===== src/rtl/eq_pkg.sv =====
// Shared equalizer constants and the band-mixer FSM state type.
package eq_pkg;

  localparam int EQ_N_BANDS    = 10;
  localparam int EQ_DATA_W     = 16;
  localparam int EQ_GAIN_W     = 13;
  localparam int EQ_OUT_W      = 24;
  localparam int EQ_FRAC_SHIFT = 16;

  typedef enum logic [1:0] {
    ST_IDLE = 2'd0,
    ST_ACC  = 2'd1,
    ST_OUT  = 2'd2,
    ST_HOLD = 2'd3
  } mix_state_t;

  // Worst-case accumulator width: full product, sign of unsigned gain, growth over bands.
  function automatic int acc_width(input int n_bands, input int data_w, input int gain_w);
    return data_w + gain_w + 1 + $clog2(n_bands);
  endfunction

endpackage


===== src/rtl/eq_band_mixer_if.sv =====
// Frame-in / sample-out handshake bundle of the band mixer.
interface eq_band_mixer_if
  import eq_pkg::*;
#(
  parameter int N_BANDS = EQ_N_BANDS,
  parameter int DATA_W  = EQ_DATA_W,
  parameter int GAIN_W  = EQ_GAIN_W,
  parameter int OUT_W   = EQ_OUT_W
) ();

  logic                      s_valid;
  logic                      s_ready;
  logic [N_BANDS*DATA_W-1:0] band_in;
  logic [N_BANDS*GAIN_W-1:0] gain_in;
  logic                      m_valid;
  logic                      m_ready;
  logic [OUT_W-1:0]          audio_out;
  logic                      sat_flag;

  modport master (
    output s_valid, band_in, gain_in, m_ready,
    input  s_ready, m_valid, audio_out, sat_flag
  );

  modport slave (
    input  s_valid, band_in, gain_in, m_ready,
    output s_ready, m_valid, audio_out, sat_flag
  );

endinterface


===== src/rtl/eq_shift_sat.sv =====
// Floor-shift of the mix accumulator and narrowing to the audio width.
// EQ_MIX_SAT_EN selects clamping; otherwise the legacy two's-complement wrap.
module eq_shift_sat #(
  parameter int ACC_W      = 34,
  parameter int OUT_W      = 24,
  parameter int FRAC_SHIFT = 16
) (
  input  logic signed [ACC_W-1:0] acc,
  output logic        [OUT_W-1:0] out_val,
  output logic                    sat
);

  logic signed [ACC_W-1:0] shifted;

  assign shifted = acc >>> FRAC_SHIFT;

`ifdef EQ_MIX_SAT_EN
  logic [ACC_W-OUT_W:0] top_bits;
  logic                 fits;

  // Value fits when every bit above the output sign bit copies it.
  assign top_bits = shifted[ACC_W-1:OUT_W-1];
  assign fits     = (&top_bits) | ~(|top_bits);

  always_comb begin
    sat     = ~fits;
    out_val = shifted[OUT_W-1:0];
    if (!fits) begin
      out_val = shifted[ACC_W-1] ? {1'b1, {(OUT_W-1){1'b0}}}
                                 : {1'b0, {(OUT_W-1){1'b1}}};
    end
  end
`else
  logic unused_hi;

  assign unused_hi = ^shifted[ACC_W-1:OUT_W];
  assign out_val   = shifted[OUT_W-1:0];
  assign sat       = 1'b0;
`endif

endmodule


===== src/rtl/eq_band_mixer.sv =====
// Serial band mixer: one shared MAC sums N_BANDS band*gain products per frame.
// Output narrowing/clamping lives in eq_shift_sat (EQ_MIX_SAT_EN).
//
// state   | meaning
// IDLE    | s_ready=1, waiting for a frame
// ACC     | one band*gain product accumulated per cycle
// OUT     | shifted/narrowed result registered, m_valid raised
// HOLD    | result held until m_ready
module eq_band_mixer
  import eq_pkg::*;
#(
  parameter int N_BANDS    = EQ_N_BANDS,
  parameter int DATA_W     = EQ_DATA_W,
  parameter int GAIN_W     = EQ_GAIN_W,
  parameter int OUT_W      = EQ_OUT_W,
  parameter int FRAC_SHIFT = EQ_FRAC_SHIFT
) (
  input logic      clk,
  input logic      rst,
  eq_band_mixer_if.slave bus
);

  localparam int ACC_W = acc_width(N_BANDS, DATA_W, GAIN_W);
  localparam int IDX_W = $clog2(N_BANDS);
  localparam logic [IDX_W-1:0] IDX_LAST = IDX_W'(N_BANDS - 1);

  mix_state_t                state;
  logic [IDX_W-1:0]          idx;
  logic signed [ACC_W-1:0]   acc;
  logic [N_BANDS*DATA_W-1:0] band_r;
  logic [N_BANDS*GAIN_W-1:0] gain_r;
  logic [OUT_W-1:0]          audio_r;
  logic                      sat_r;
  logic                      m_valid_r;
  logic                      s_ready_r;

  logic signed [DATA_W-1:0]  band_sel;
  logic [GAIN_W-1:0]         gain_sel;
  logic signed [ACC_W-1:0]   band_ext;
  logic [ACC_W-1:0]          gain_ext;
  logic signed [ACC_W-1:0]   prod;
  logic [OUT_W-1:0]          shift_val;
  logic                      shift_sat;

  assign band_sel = band_r[idx*DATA_W +: DATA_W];
  assign gain_sel = gain_r[idx*GAIN_W +: GAIN_W];
  assign band_ext = ACC_W'(band_sel);
  assign gain_ext = ACC_W'(gain_sel);
  assign prod     = band_ext * $signed(gain_ext);

  eq_shift_sat #(
    .ACC_W      (ACC_W),
    .OUT_W      (OUT_W),
    .FRAC_SHIFT (FRAC_SHIFT)
  ) u_shift_sat (
    .acc     (acc),
    .out_val (shift_val),
    .sat     (shift_sat)
  );

  always_ff @(posedge clk) begin
    if (rst) begin
      state     <= ST_IDLE;
      idx       <= '0;
      acc       <= '0;
      audio_r   <= '0;
      sat_r     <= 1'b0;
      m_valid_r <= 1'b0;
      s_ready_r <= 1'b1;
    end else begin
      case (state)
        ST_IDLE: begin
          if (bus.s_valid && s_ready_r) begin
            band_r    <= bus.band_in;
            gain_r    <= bus.gain_in;
            acc       <= '0;
            idx       <= '0;
            s_ready_r <= 1'b0;
            state     <= ST_ACC;
          end
        end
        ST_ACC: begin
          acc <= acc + prod;
          if (idx == IDX_LAST) begin
            idx   <= '0;
            state <= ST_OUT;
          end else begin
            idx <= idx + 1'b1;
          end
        end
        ST_OUT: begin
          audio_r   <= shift_val;
          sat_r     <= shift_sat;
          m_valid_r <= 1'b1;
          state     <= ST_HOLD;
        end
        ST_HOLD: begin
          if (bus.m_ready) begin
            m_valid_r <= 1'b0;
            s_ready_r <= 1'b1;
            state     <= ST_IDLE;
          end
        end
        default: state <= ST_IDLE;
      endcase
    end
  end

  assign bus.s_ready   = s_ready_r;
  assign bus.m_valid   = m_valid_r;
  assign bus.audio_out = audio_r;
  assign bus.sat_flag  = sat_r;

endmodule


===== src/flat_wrapper.sv =====
// flat-port wrapper written by rule: the top's interface ports become plain ports
module eq_band_mixer_flat import eq_pkg::*;
#(
  parameter int N_BANDS    = EQ_N_BANDS,
  parameter int DATA_W     = EQ_DATA_W,
  parameter int GAIN_W     = EQ_GAIN_W,
  parameter int OUT_W      = EQ_OUT_W,
  parameter int FRAC_SHIFT = EQ_FRAC_SHIFT
)
  (clk, rst, bus_s_valid, bus_band_in, bus_gain_in, bus_m_ready, bus_s_ready, bus_m_valid, bus_audio_out, bus_sat_flag);
  eq_band_mixer_if #(.N_BANDS(N_BANDS), .DATA_W(DATA_W), .GAIN_W(GAIN_W), .OUT_W(OUT_W)) bus_i ();
  input logic clk;
  input logic rst;
  input wire logic [$bits(bus_i.s_valid)-1:0] bus_s_valid;
  input wire logic [$bits(bus_i.band_in)-1:0] bus_band_in;
  input wire logic [$bits(bus_i.gain_in)-1:0] bus_gain_in;
  input wire logic [$bits(bus_i.m_ready)-1:0] bus_m_ready;
  output wire logic [$bits(bus_i.s_ready)-1:0] bus_s_ready;
  output wire logic [$bits(bus_i.m_valid)-1:0] bus_m_valid;
  output wire logic [$bits(bus_i.audio_out)-1:0] bus_audio_out;
  output wire logic [$bits(bus_i.sat_flag)-1:0] bus_sat_flag;
  assign bus_i.s_valid = bus_s_valid;
  assign bus_i.band_in = bus_band_in;
  assign bus_i.gain_in = bus_gain_in;
  assign bus_i.m_ready = bus_m_ready;
  assign bus_s_ready = bus_i.s_ready;
  assign bus_m_valid = bus_i.m_valid;
  assign bus_audio_out = bus_i.audio_out;
  assign bus_sat_flag = bus_i.sat_flag;
  eq_band_mixer #(.N_BANDS(N_BANDS), .DATA_W(DATA_W), .GAIN_W(GAIN_W), .OUT_W(OUT_W), .FRAC_SHIFT(FRAC_SHIFT)) u_core (.clk(clk), .rst(rst), .bus(bus_i));
endmodule

===== config.mk =====
export PLATFORM = sky130hd
export DESIGN_NAME = eq_band_mixer_flat
export DESIGN_NICKNAME = d
export VERILOG_FILES = /design/src/rtl/eq_pkg.sv /design/src/rtl/eq_band_mixer_if.sv /design/src/rtl/eq_shift_sat.sv /design/src/rtl/eq_band_mixer.sv /design/src/flat_wrapper.sv
export SDC_FILE = /design/constraint.sdc
export NUM_CORES = 1
export LEC_CHECK = 0
export ABC_AREA = 1
export CAP_MARGIN = 20
export CORE_MARGIN = 8
export CORE_UTILIZATION = 34
export DETAILED_ROUTE_END_ITERATION = 8
export PLACE_DENSITY = 0.65
export SETUP_SLACK_MARGIN = 0.4
export SYNTH_ARGS = -nofsm -noshare
export SYNTH_HDL_FRONTEND = slang
export SYNTH_HIERARCHICAL = 1
export SYNTH_SLANG_ARGS = --single-unit

===== constraint.sdc =====
create_clock -name clk -period 18.2 [get_ports clk]
set_clock_uncertainty 0.05 [all_clocks]
set_input_delay 3.64 -clock clk [delete_from_list [all_inputs] [get_ports clk]]
set_output_delay 3.64 -clock clk [all_outputs]
set_load 0.02 [all_outputs]

==> impl_results.rst <==
.. list-table::
   :header-rows: 1

   * - Metric
     - Value
   * - Post-layout instance count excluding filler cells
     - ~3.8k
   * - Hpwl dp
     - 54500 um
   * - Effective utilization at floorplan
     - 34.1%
   * - DR DRC count
     - 0
   * - Number of I/O port buffers
     - 320
   * - Final Max Slew Viols
     - 0
   * - Buffer and inverter count on the worst path
     - 5
   * - Share of flip-flops with an asynchronous set or reset
     - 0%
   * - DRT Wirelength
     - between 70000 and 80000 um
   * - Worst slew margin relative to its limit
     - roughly 23%
   * - Net Count, Synth
     - approximately 3.2k
   * - Biggest fanout along the worst timing path
     - 80
   * - Number of buffers on the longest clock path
     - 3
   * - Delay-heaviest family, CP
     - adder cells
   * - Number of vias per cell after detailed routing
     - 4.76
   * - Top post-synthesis cells by count
     - 502 x inv_1, 490 x nand2_1, 290 x edfxtp_1
   * - Width of the die
     - between 200 and 300 um
   * - Worst path max stage delay
     - ~0.98 ns
   * - Setup repair after global routing missed its margin
     - false
   * - Number of buffers inserted to repair setup after CTS
     - 0
   * - Critical path capture point type
     - flip-flop
   * - Initial antenna violation count
     - 12
   * - Relative area change from synthesis to final layout
     - 21.0%
   * - Time the final worst path needs with I/O delays and setup
     - just over 9 ns
   * - Mean routed wirelength per cell
     - 19.0 um
   * - H-tree depth
     - 2
   * - Die boundary height
     - roughly 290 um
   * - Die Outline Area
     - 0.0817 mm^2
   * - Total negative slack
     - 0 ns
   * - Initial DRC count
     - 1477
   * - Antenna Violating Nets Remaining
     - 0
   * - Reg-to-reg slack, setup
     - 8.90 ns
   * - Number of global-route vias before repair
     - 18.6k
   * - Required arrival time at the worst endpoint
     - ~19 ns
   * - # setup viols final
     - 0
   * - Pin count of the biggest net entering global routing
     - between 150 and 200
   * - Fraction of layout cells with a size suffix above 1
     - 4.45%
   * - Fmax
     - 108 MHz
   * - CP Data Arrival Time
     - 9.69 ns
   * - Clock latency reported for the late side of the worst-skew pair
     - 0.60 ns
   * - Via count
     - 18.0k
   * - TritonCTS clock tree
     - yes
   * - Most area-hungry cell type in the Yosys netlist
     - edfxtp_1
   * - Yosys Warn Count
     - 6
   * - Synth top area share
     - 35.2%
   * - Average cell area after synthesis
     - 9.81 um^2
   * - Worst hold path class
     - flip-flop to flip-flop
   * - Count leader, synth
     - inv_1
   * - Startpoint Class
     - flip-flop
   * - Num CTS Buffers
     - between 40 and 50
   * - Final cycle utilization of the critical path
     - between 50% and 60%
   * - Seq/Total Area, Yosys
     - 40.6%
   * - Std-Cell Rows
     - 99
   * - Worst-path clk slew
     - 0.06 ns
   * - Core Area
     - 0.0725 mm^2
   * - Library cell contributing the largest single delay on the critical path
     - dfxtp_4
   * - Actual slew at the worst max-slew pin
     - 1.15 ns
   * - Instance count of the mapped netlist
     - 2522
   * - Critical Setup Path Class
     - flip-flop to flip-flop
   * - Hold-fix buffer count after cts
     - 0
   * - Number of distinct standard cells referenced by the synthesized netlist
     - 37
   * - Buffer cell driving the clock tree root
     - clkbuf_16
   * - Main flop type after synthesis
     - edfxtp_1
   * - Dominant cell type by count on the critical path
     - nand2_1
   * - Number of iterations in the first detailed-routing pass
     - 6
   * - Number of flops mapped to enable cells by yosys
     - 290
   * - Placed insts
     - 3694
   * - Most area-consuming cells after synthesis
     - edfxtp_1 35%, fa_1 21%, inv_1 7.6%, nand2_1 7.4%, dfxtp_1 5.4%
   * - Placer Congestion
     - 0.899
   * - Status
     - finished, final reports clean
   * - Global-route usage over all layers
     - around 17%
   * - # Max-Cap Violations
     - 0
   * - Net count of the finished layout
     - 3427
   * - Fin. Hold Viols
     - 0
   * - Top-level port count
     - 321
   * - Wire length of the first global-routing pass
     - 112000 um
   * - Overflow left after global routing
     - 0
   * - Register bit count reported by yosys
     - 357
   * - Sink Count
     - 357
   * - Combined area of all synthesized cells
     - between 0.02 and 0.025 mm^2
   * - Resized Gates After CTS
     - 0
[stage by stage]
step / hold slack, ns / util, % / setup slack [ns] / area [um^2]
2_1_floorplan: 0.394 / - / 1.14 / 24700
3_3_place_gp: 0.405 / 39.3 / 9.04 / 28500
3_5_place_dp: 0.409 / 39.3 / 8.89 / 28500
4_1_cts: 0.418 / 41.3 / 8.86 / 29900
5_1_grt: 0.439 / 41.3 / 8.28 / 29900
6_report: 0.416 / 41.3 / 8.90 / 29900
[worst paths after layout]
check           startpoint        endpoint  cells past startpoint
max          u_core/idx[0]  u_core/acc[33]                     27
min          u_core/acc[6]   u_core/acc[6]                      2
max reg2reg  u_core/idx[0]  u_core/acc[33]                     27
min reg2reg  u_core/acc[6]   u_core/acc[6]                      2
[worst reg2reg max path: stages (launching register included)]
cell      delay (ns)
dfxtp_4         0.98
clkinv_2        0.90
o21ai_0         0.47
o221ai_1        0.15
nand3_1         0.16
o21ai_2         0.26
nand2_1         0.72
inv_1           0.47
fa_1            0.63
inv_1           0.05
fa_1            0.53
inv_1           0.05
fa_1            0.48
fa_1            0.56
fa_1            0.44
fa_1            0.46
ha_1            0.39
nand2_1         0.13
inv_1           0.09
nand2_1         0.09
nor3_1          0.36
nand2_1         0.11
nand2_1         0.23
nand2_1         0.12
nand2_1         0.08
nand2_1         0.04
nand3_1         0.07
a21oi_1         0.09
[per-layer routing]
metal  track usage [%]  vias to the layer above  share of wire, %
li1                  -                     8510                 -
met1              22.4                     8860                41
met2              30.6                      565                51
met3              2.36                       85               5.8
met4              5.07                        0               2.3
met5                 0                        -                 0
[placed cells by master (no fill, tap or decap), types with 3 or more instances in the layout]
cell type and instances:
inv_1 502, nand2_1 490, clkdlybuf4s50_1 320, edfxtp_1 290, fa_1 264, nor2_1 214
o21ai_0 153, ha_1 89, nand3_1 77, a21oi_1 71, dfxtp_1 64, clkbuf_16 43
o221ai_1 43, mux2i_1 29, o21ai_2 29, o22ai_1 16, o211ai_1 15, buf_4 15
clkinv_2 13, diode_2 12, nand4_1 9, clkinv_1 7, nor3_1 7, o21ai_1 6
bufinv_16 5, o21bai_1 4, clkinvlp_4 3, clkinv_4 3, xor2_1 3, nand3b_1 3
[area by class of cell]
class	count	area (um^2)
Multi-Input combinational cell	1535	12000
Antenna cell	12	30.0
Tap cell	959	1200
Sequential cell	357	10100
Timing Repair Buffer	337	3360
Inverter	506	1900
Fill cell	7015	42500
Clock inverter	32	334
Clock buffer	45	1080
[registers in the layout, indices dropped and copies added (netlist names)]
name	count
u_core/acc	34
u_core/band_r	160
u_core/bus.audio_out	24
u_core/bus.m_valid	1
u_core/bus.s_ready	1
u_core/bus.sat_flag	1
u_core/gain_r	130
u_core/idx	4
u_core/state	2
[cells by family after synthesis]
kind of cell	synth area share, %
adders and majority gates	25.9
other	0.0152
DFF	40.6
buffers and inverters	11.0
AOI/OAI and AO/OA	8.27
muxes	1.17
xor gates and xnor gates	0.142
and+or+nand+nor	12.9
Power is left out: the tool's default activity adds up to more than one toggle a clock period on the data nets, which glitch-free logic cannot reach.
